**config.mk**
```make
export PLATFORM = sky130hd
export DESIGN_NAME = spram_req_adapter
export DESIGN_NICKNAME = d
export VERILOG_FILES = /design/src/rtl/orion_mem_pkg.sv /design/src/rtl/mem_align.sv /design/src/rtl/spram_req_adapter.sv
export SDC_FILE = /design/constraint.sdc
export NUM_CORES = 1
export LEC_CHECK = 0
export ABC_AREA = 1
export CAP_MARGIN = 20
export CORE_ASPECT_RATIO = 0.6
export CORE_MARGIN = 2
export CORE_UTILIZATION = 35
export CTS_BUF_LIST = sky130_fd_sc_hd__clkbuf_4 sky130_fd_sc_hd__clkbuf_8
export DETAILED_ROUTE_END_ITERATION = 12
export PLACE_DENSITY = 0.74
export SYNTH_ARGS = -nofsm -noshare
export SYNTH_HDL_FRONTEND = slang
export SYNTH_SLANG_ARGS = --single-unit
export TNS_END_PERCENT = 20
```
**constraint.sdc**
```tcl
create_clock -name clk_i -period 1.8 [get_ports clk_i]
set_clock_uncertainty 0.15 [all_clocks]
set_input_delay 0.27 -clock clk_i [delete_from_list [all_inputs] [get_ports clk_i]]
set_output_delay 0.27 -clock clk_i [all_outputs]
set_load 0.05 [all_outputs]
```
**src/rtl/orion_mem_pkg.sv**
```systemverilog
// Shared types for the single-port RAM request path: access sizes, the
// request record, byte-lane constants and the alignment rule.
package orion_mem_pkg;

  // Number of byte lanes in one RAM word and the width of a lane index.
  localparam int NUM_LANES = 4;
  localparam int LANE_W    = $clog2(NUM_LANES);

  // Access size as encoded on the request port.
  typedef enum logic [1:0] {
    MEM_BYTE = 2'd0,
    MEM_HALF = 2'd1,
    MEM_WORD = 2'd2,
    MEM_RSVD = 2'd3
  } mem_size_e;

  // One byte-addressed request as seen on the core side. "zext" selects
  // zero extension of narrow loads ("unsigned" is a reserved word).
  typedef struct packed {
    logic [31:0] addr;
    logic        we;
    mem_size_e   size;
    logic        zext;
    logic [31:0] wdata;
  } mem_req_t;

  // Adapter sequencing states.
  typedef enum logic [1:0] {
    ST_IDLE  = 2'd0,
    ST_ISSUE = 2'd1,
    ST_WAIT  = 2'd2,
    ST_RESP  = 2'd3
  } adapter_state_e;

  // A half must sit on an even byte, a word on a multiple of four.
  function automatic logic is_misaligned(mem_size_e size, logic [LANE_W-1:0] lane);
    case (size)
      MEM_HALF: return lane[0];
      MEM_WORD: return |lane;
      default:  return 1'b0;
    endcase
  endfunction

endpackage

```
**src/rtl/mem_align.sv**
```systemverilog
// Combinational lane steering for the RAM adapter: builds byte mask and
// replicated write data for an incoming request, flags illegal requests,
// and extracts/extends load data from a RAM word.
module mem_align
  import orion_mem_pkg::*;
#(
  parameter int SIZE = 1024
) (
  input  mem_req_t              req,
  output logic [NUM_LANES-1:0]  mask,
  output logic [31:0]           wdata,
  output logic                  fault,
  input  logic [LANE_W-1:0]     ld_lane,
  input  mem_size_e             ld_size,
  input  logic                  ld_zext,
  input  logic [31:0]           ld_raw,
  output logic [31:0]           ld_data
);

  logic [LANE_W-1:0] lane;
  logic [31:0]       shifted;
  logic              ext_bit;

  assign lane = req.addr[LANE_W-1:0];

  // Store path: the RAM writes only masked lanes, so the data is simply
  // replicated across the word and the mask picks the addressed lanes.
  always_comb begin
    mask  = '0;
    wdata = '0;
    case (req.size)
      MEM_BYTE: begin
        mask  = 4'b0001 << lane;
        wdata = {4{req.wdata[7:0]}};
      end
      MEM_HALF: begin
        mask  = 4'b0011 << lane;
        wdata = {2{req.wdata[15:0]}};
      end
      MEM_WORD: begin
        mask  = 4'b1111;
        wdata = req.wdata;
      end
      default: begin
        mask  = '0;
        wdata = '0;
      end
    endcase
    if (!req.we) begin
      wdata = '0;
    end
  end

  // Fault detection: reserved size, misalignment or an address past the RAM.
  always_comb begin
    fault = (req.size == MEM_RSVD) ||
            is_misaligned(req.size, lane) ||
            (req.addr >= 32'(SIZE));
  end

  // Load path: bring the addressed lane down to bit 0, then extend.
  always_comb begin
    shifted = ld_raw >> {ld_lane, 3'b000};
    ext_bit = 1'b0;
    ld_data = shifted;
    case (ld_size)
      MEM_BYTE: begin
        ext_bit = ~ld_zext & shifted[7];
        ld_data = {{24{ext_bit}}, shifted[7:0]};
      end
      MEM_HALF: begin
        ext_bit = ~ld_zext & shifted[15];
        ld_data = {{16{ext_bit}}, shifted[15:0]};
      end
      default: begin
        ext_bit = 1'b0;
        ld_data = shifted;
      end
    endcase
  end

endmodule

```
**src/rtl/spram_req_adapter.sv**
```systemverilog
// Request-side front end for the single-port RAM. Takes one byte-addressed
// load/store at a time, faults illegal requests without touching memory,
// strobes the RAM for one cycle, waits for its response and returns the
// aligned, extended result under response backpressure.
module spram_req_adapter
  import orion_mem_pkg::*;
#(
  parameter int SIZE      = 1024,
  parameter int DATAW     = 32,
  parameter int MEM_ADDRW = $clog2(SIZE)
) (
  input  logic                 clk_i,
  input  logic                 rst_ni,
  input  logic                 req_valid_i,
  output logic                 req_ready_o,
  input  logic [31:0]          req_addr_i,
  input  logic                 req_we_i,
  input  logic [1:0]           req_size_i,
  input  logic                 req_unsigned_i,
  input  logic [DATAW-1:0]     req_wdata_i,
  output logic                 rsp_valid_o,
  input  logic                 rsp_ready_i,
  output logic [DATAW-1:0]     rsp_rdata_o,
  output logic                 rsp_err_o,
  output logic [MEM_ADDRW-1:0] mem_addr_o,
  output logic [DATAW-1:0]     mem_data_o,
  output logic [NUM_LANES-1:0] mem_mask_o,
  output logic                 mem_we_o,
  output logic                 mem_valid_o,
  input  logic [DATAW-1:0]     mem_data_i,
  input  logic                 mem_resp_i
);

  adapter_state_e        state;
  mem_req_t              in_req;
  logic [NUM_LANES-1:0]  st_mask;
  logic [DATAW-1:0]      st_wdata;
  logic                  st_fault;
  logic [LANE_W-1:0]     ld_lane;
  mem_size_e             ld_size;
  logic                  ld_zext;
  logic                  ld_we;
  logic [DATAW-1:0]      ld_data;
  logic                  resp_take;

  // Pack the port-level request so the aligner sees one record.
  always_comb begin
    in_req       = '0;
    in_req.addr  = req_addr_i;
    in_req.we    = req_we_i;
    in_req.size  = mem_size_e'(req_size_i);
    in_req.zext  = req_unsigned_i;
    in_req.wdata = req_wdata_i;
  end

  mem_align #(
    .SIZE (SIZE)
  ) u_align (
    .req     (in_req),
    .mask    (st_mask),
    .wdata   (st_wdata),
    .fault   (st_fault),
    .ld_lane (ld_lane),
    .ld_size (ld_size),
    .ld_zext (ld_zext),
    .ld_raw  (mem_data_i),
    .ld_data (ld_data)
  );

  // Only IDLE can take a request; the RESP cycle is deliberately excluded.
  assign req_ready_o = (state == ST_IDLE);

  // A RAM response only matters while a strobe is outstanding.
  assign resp_take = ((state == ST_ISSUE) || (state == ST_WAIT)) && mem_resp_i;

  // Sequencer: registers the request, drives the one-cycle RAM strobe and
  // holds the response until the consumer takes it.
  always_ff @(posedge clk_i or negedge rst_ni) begin
    if (!rst_ni) begin
      state       <= ST_IDLE;
      ld_lane     <= '0;
      ld_size     <= MEM_BYTE;
      ld_zext     <= 1'b0;
      ld_we       <= 1'b0;
      mem_valid_o <= 1'b0;
      mem_we_o    <= 1'b0;
      mem_addr_o  <= '0;
      mem_mask_o  <= '0;
      mem_data_o  <= '0;
      rsp_valid_o <= 1'b0;
      rsp_rdata_o <= '0;
      rsp_err_o   <= 1'b0;
    end else begin
      case (state)
        ST_IDLE: begin
          if (req_valid_i) begin
            ld_lane <= req_addr_i[LANE_W-1:0];
            ld_size <= mem_size_e'(req_size_i);
            ld_zext <= req_unsigned_i;
            ld_we   <= req_we_i;
            if (st_fault) begin
              rsp_valid_o <= 1'b1;
              rsp_err_o   <= 1'b1;
              rsp_rdata_o <= '0;
              state       <= ST_RESP;
            end else begin
              mem_valid_o <= 1'b1;
              mem_we_o    <= req_we_i;
              mem_addr_o  <= {req_addr_i[MEM_ADDRW-1:LANE_W], {LANE_W{1'b0}}};
              mem_mask_o  <= st_mask;
              mem_data_o  <= st_wdata;
              state       <= ST_ISSUE;
            end
          end
        end
        ST_ISSUE, ST_WAIT: begin
          mem_valid_o <= 1'b0;
          mem_we_o    <= 1'b0;
          mem_addr_o  <= '0;
          mem_mask_o  <= '0;
          mem_data_o  <= '0;
          if (resp_take) begin
            rsp_valid_o <= 1'b1;
            rsp_err_o   <= 1'b0;
            rsp_rdata_o <= ld_we ? '0 : ld_data;
            state       <= ST_RESP;
          end else begin
            state <= ST_WAIT;
          end
        end
        ST_RESP: begin
          if (rsp_ready_i) begin
            rsp_valid_o <= 1'b0;
            rsp_err_o   <= 1'b0;
            rsp_rdata_o <= '0;
            state       <= ST_IDLE;
          end
        end
        default: begin
          state <= ST_IDLE;
        end
      endcase
    end
  end

endmodule

```
Word-level counts from Yosys, hierarchy flattened. Index checks and enable logic that the tools add are counted.

Input bits: 105. Register bits: 90. Output and inout bits: 83. Word-level logic and storage cells: 84.

Magnitude comparators: 1. Muxes and demuxes: 38. Equal/unequal tests: 12. Shift-type cells: 3. Reduce and logical (&&, ||, !) cells: 14. Bitwise operators: 3.

Operator list (number): two-way mux 32 bit (8); one-hot mux 32 bit (3 select lines) (2); one-hot mux 32 bit (2 select lines) (2); greater-or-equal comparator 32 x 11 -> 1 bit (second input constant) (1); >> shifter 32 x 5 -> 32 bit (1); two-way mux 10 bit (2); one-hot mux 10 bit (2 select lines) (1); one-hot mux 4 bit (3 select lines) (1); two-way mux 1 bit (10); == test 2 bit (second input constant) (4); two-way mux 4 bit (2); != test 2 bit (second input constant) (4); one-hot mux 4 bit (2 select lines) (1); == test 2 x 1 -> 1 bit (second input constant) (3); logical NOT 2 bit (3); two-way mux 2 bit (3); one-hot mux 1 bit (2 select lines) (3); one-hot mux 1 bit (3 select lines) (2); one-hot mux 2 bit (3 select lines) (1); AND reduction 2 bit (2); AND reduction 4 bit (1); OR reduction 2 bit (2); << shifter 1 x 2 -> 4 bit (first input constant) (1); << shifter 2 x 2 -> 4 bit (first input constant) (1); 7 further kinds (10).

Depth between registers and ports, before layout.
Word-level depth: 7. Gate-level depth with buffers: 14. Gate-level depth less buffers: 11.

Hierarchy. A second synthesis with hierarchy kept.

Cell total of the unflattened synthesis: 865. Area total of the unflattened synthesis: 5898.2 um2.

Modules (own cells, without submodules): spram_req_adapter (times used 1, area each 4195.3 um2, cells an instance 522, sequential area each 2202.1 um2); mem_align (times used 1, area each 1702.9 um2, cells an instance 343, sequential area each 0.0 um2).

Worst setup path after synthesis. OpenSTA, ideal clock, no wires.

Kind: reg-to-reg. Start: register state[0]. End: register rsp_rdata_o[10]. Setup slack: -0.428 ns. Stages on the path, launching flop included: 14. Setup time: 0.066 ns. Arrival: 2.012 ns. Data required time: 1.584 ns. Buffers on the path: 2. Clock period less this slack: 2.228 ns. Path through: dfrtp_1 -> inv_1 -> ha_1 -> inv_1 -> or2_1 -> o21ai_0 -> inv_1 -> o21ai_2 -> inv_1 -> nand2_1 -> buf_4 -> buf_6 -> nand2_1 -> nand2_1.

Elaborated cells on any way between the ends: 13. Those cells by class: eq/ne: 7; mux: 1; reduce/logical: 5.

RTL lines: from (decl) (RTL line spram_req_adapter.sv:34) `adapter_state_e state;`; from (signal assigned) (RTL line spram_req_adapter.sv:80) `state <= ST_IDLE;`; from (signal assigned) (RTL line spram_req_adapter.sv:105) `state <= ST_RESP;`; from (signal assigned) (RTL line spram_req_adapter.sv:112) `state <= ST_ISSUE;`; logical NOT 2 bit (*); net req_ready_o (RTL line spram_req_adapter.sv:15) `output logic req_ready_o,`; != test 2 x 1 -> 1 bit (no source line) or != test 2 bit (tied branches); AND reduction 4 bit (no source line); to (signal assigned) (RTL line spram_req_adapter.sv:125) `rsp_rdata_o <= ld_we ? '0 : ld_data;`; to (decl) (RTL line spram_req_adapter.sv:23) `output logic [DATAW-1:0] rsp_rdata_o,`.

The timed path passes the listed nets; every way through them passes the cells marked *. A chain may end at the register's enable or synchronous reset.

Worst setup path after layout.
Start: register state[0]. End: register rsp_err_o.

Word-level cells in the longest chain between the ends: 5. Elaborated cells on any way between the ends: 13. Those cells by class: eq/ne: 7; mux: 1; reduce/logical: 5.

RTL lines: == test 2 x 1 -> 1 bit or == test 2 bit (tied branches) (RTL line spram_req_adapter.sv:74, spram_req_adapter.sv:94); logical OR 1 bit (RTL line spram_req_adapter.sv:74) `assign resp_take = ((state == ST_ISSUE) || (state == ST_WAIT)) && mem_resp_i;`; logical AND 1 bit (RTL line spram_req_adapter.sv:74); != test 2 bit (no source line); AND reduction 4 bit (no source line); to (signal assigned) (RTL line spram_req_adapter.sv:92) `rsp_err_o <= 1'b0;`; to (signal assigned) (RTL line spram_req_adapter.sv:103) `rsp_err_o <= 1'b1;`; to (signal assigned) (RTL line spram_req_adapter.sv:124) `rsp_err_o <= 1'b0;`; to (decl) (RTL line spram_req_adapter.sv:24) `output logic rsp_err_o,`.

Parallel ways exist; a longest one is shown, timed or not.

==> metrics.yaml <==
nFillCells: 1396
hold_path.class: "in2async"
clockBufferDepth: 2
fin_nets: 1094
dp_hpwl_um: 13700
numCtsBuffers: 9
timing.critical_path.from: "state[0]$_DFFE_PN0P_"
outcome: "complete, but fails checks"
htreeDepth: 3
die_h_um: 98.6
routedWlPerCell_um: 15.5
clk_latency_ps: 380
finalHoldViolCount: 0
fp.dieW_um: 162
yosysSeqAreaShare_pct: 42.2
grt_max_degree: 36
cpMostUsedCell: "inv_2"
min_period_over_period_pct: 101
path_max_fanout: 9
ios: 188
cp.arrival_ps: 1920
final.min_clock_period_ps: 1810
drt-vias-per-instance: 4.88
start_kind: "flip-flop"
synth_area_um2: 5220
cp.required_ps: 1900
crit_chain: "inv_2 -> ha_4 -> inv_2 -> or2_1 -> o21ai_1 -> inv_1 -> o21ai_2 -> inv_2 -> nand2_8 -> clkbuf_16 -> o21ai_1"
critPathKind: "reg2reg"
multi_input_area_um2: 2640
rsz0062_at_grt: "true"
r2r-start: "state[0]$_DFFE_PN0P_"
port_buffers: 185
slew_headroom_pct: 66.3
violations: "setup timing"
path_clk_slew_ps: 110
fmax_mhz: 552
cellPowerDensity_nw_per_um2: 1640
cp-end-kind: "flip-flop"
syn_inst: 759
layout_commonest_cell: "nand2_1"
post_dp_cell_area_um2: 7510
firstDrtPassIters: 5
antenna_found_initial: 0
syn_area_per_cell_um2: 6.87
max_stage_delay_ps: 410
cts_tree: "yes"
synthToLayoutAreaGrowth_pct: 52.9
core_area_um2: 14500
grt_pass1_wl_um: 28700
p_leak_nw: 4.21
diodes: 0
regToRegSetupSlack_ps: -10
yosysWarnings: 0
drv_slew: 0
total_power_mw: 13.1
cts_sinks: 88
finalSetupViolations: 9
start_util_pct: 35.9
grt_use_total_pct: 22.8
drive_gt1_share_pct: 21.8
max_cap_viol_count: 0
ys_types: 27
overflow: 0
drtIter0Drc: 575
route.detailed.drc: 0
setup_slack_ps: -12.0
fin_area_um2: 7980
ys_ff_latch: 88
gp_congestion: 0.928
routed_wl_um: 18400
cp_slowest_cell: "dfrtp_1"
ir_worst_vdd_mv: 0.749
mostFrequentLayoutCells: "nand2_1 (279), buf_4 (145), clkdlybuf4s50_1 (101)"
die_area_um2: 15900
rows: 34
tightest_slew_ps: 505
grt_pass1_vias: 5438
seq_area_um2: 2200
cts-root-buf: "clkbuf_8"
ant_nets: 0
via_count: 5787
==> worst max-delay path, delay by kind of cell, from the launching register on <==
family	cells	cell delay, ps
adders and majority gates	1	120
and+or+nand+nor	2	310
buffers and inverters	5	450
AOI/OAI and AO/OA	3	220
DFF	1	410
==> metal layers <==
metal,GRT usage [%],wire [um],vias to the layer above
li1,-,-,2872
met1,35.4,9380,2681
met2,30.2,7060,214
met3,7.91,1780,20
met4,4.29,189,0
met5,0,0,-
==> synth_stat cells <==
cell      number  share of area (%)
nand2_1      293                 21
dfrtp_1       88                 42
nand3_1       86                8.2
o21ai_0       71                6.8
inv_1         53                3.8
nor2_1        32                2.3
clkbuf_1      24                1.7
a21oi_1       23                2.2
buf_2         16                1.5
nor3_1        16                1.5
buf_6          8                1.7
o211ai_1       8                1.2
nor4_1         7               0.84
o31ai_1        7                1.0
ha_1           6                1.4
inv_2          4               0.29
buf_1          3               0.22
buf_4          3               0.43
nor2_2         3               0.36
and2_1         1               0.12
clkinv_1       1              0.072
conb_1         1              0.072
nand2_2        1               0.12
nand3_2        1               0.19
nor2_4         1               0.22
o21ai_2        1               0.17
or2_1          1               0.12
==> cells by family after synthesis <==
logic type	synth area share (%)
simple gates	35.1
buf+inv	9.81
compound gates	11.3
flops	42.2
fa+ha+maj	1.44
other cells	0.0719
==> registers in the layout (all words and copies together) (netlist names), 2 cells and up <==
| signal | flops |
|---|---|
| mem_mask_o | 4 |
| state | 2 |
| mem_data_o | 32 |
| rsp_rdata_o | 32 |
| ld_size | 2 |
| ld_lane | 2 |
| mem_addr_o | 8 |
==> worst paths after layout <==
kind | endpoint | cells past startpoint
worst min register to register | rsp_rdata_o[3]$_DFFE_PN0P_ | 2
max in group asynchronous | rsp_rdata_o[8]$_DFFE_PN0P_ | 3
worst max-delay path | rsp_err_o$_DFFE_PN0P_ | 11
worst min-delay path | mem_data_o[15]$_DFFE_PN0P_ | 2
worst max register to register | rsp_err_o$_DFFE_PN0P_ | 11
min in group clk_i | mem_addr_o[6]$_DFFE_PN0P_ | 3
==> timing repair <==
action | 4_1_cts | 5_1_grt
hold buffers | 1 | 0
pin swaps | 2 | 4
endpoints found under the setup margin | 81 | 80
cloned | 2 | 2
endpoints found under the hold margin | 30 | 0
buffers inserted | 1 | 3
gates resized for setup | 18 | 27
==> layout make-up <==
type                            count  area share (%)
Multi-Input combinational cell    560            33.1
Timing Repair Buffer              266            31.0
Clock buffer                       10            1.72
Clock inverter                      6           0.847
Tap cell                          198            3.10
Sequential cell                    88            27.6
Inverter                           58            2.73
==> metrics by stage <==
step	utilization (%)	worst slack [ps]	TNS, ps	hold WS, ps	cells
after detailed placement	51.6	-597	-43580	120	1161
after floorplan	-	-35.6	-1130	-176	760
after global placement	51.6	-535	-39220	119	1161
after global routing	54.9	-123	-3500	264	1186
after CTS	53.8	-5.09	-6.41	245	1181
final	54.9	-12.0	-35.6	251	1186
==> where the power goes <==
part | switching (mW) | leakage (nW) | total (mW) | internal (mW)
Combinational | 5.56 | 2.92 | 8.66 | 3.09
Clock | 0.774 | 0.0989 | 1.46 | 0.685
Sequential | 0.424 | 1.19 | 3.01 | 2.59
Total | 6.76 | 4.21 | 13.1 | 6.36
(Power assumes the default switching activity.)
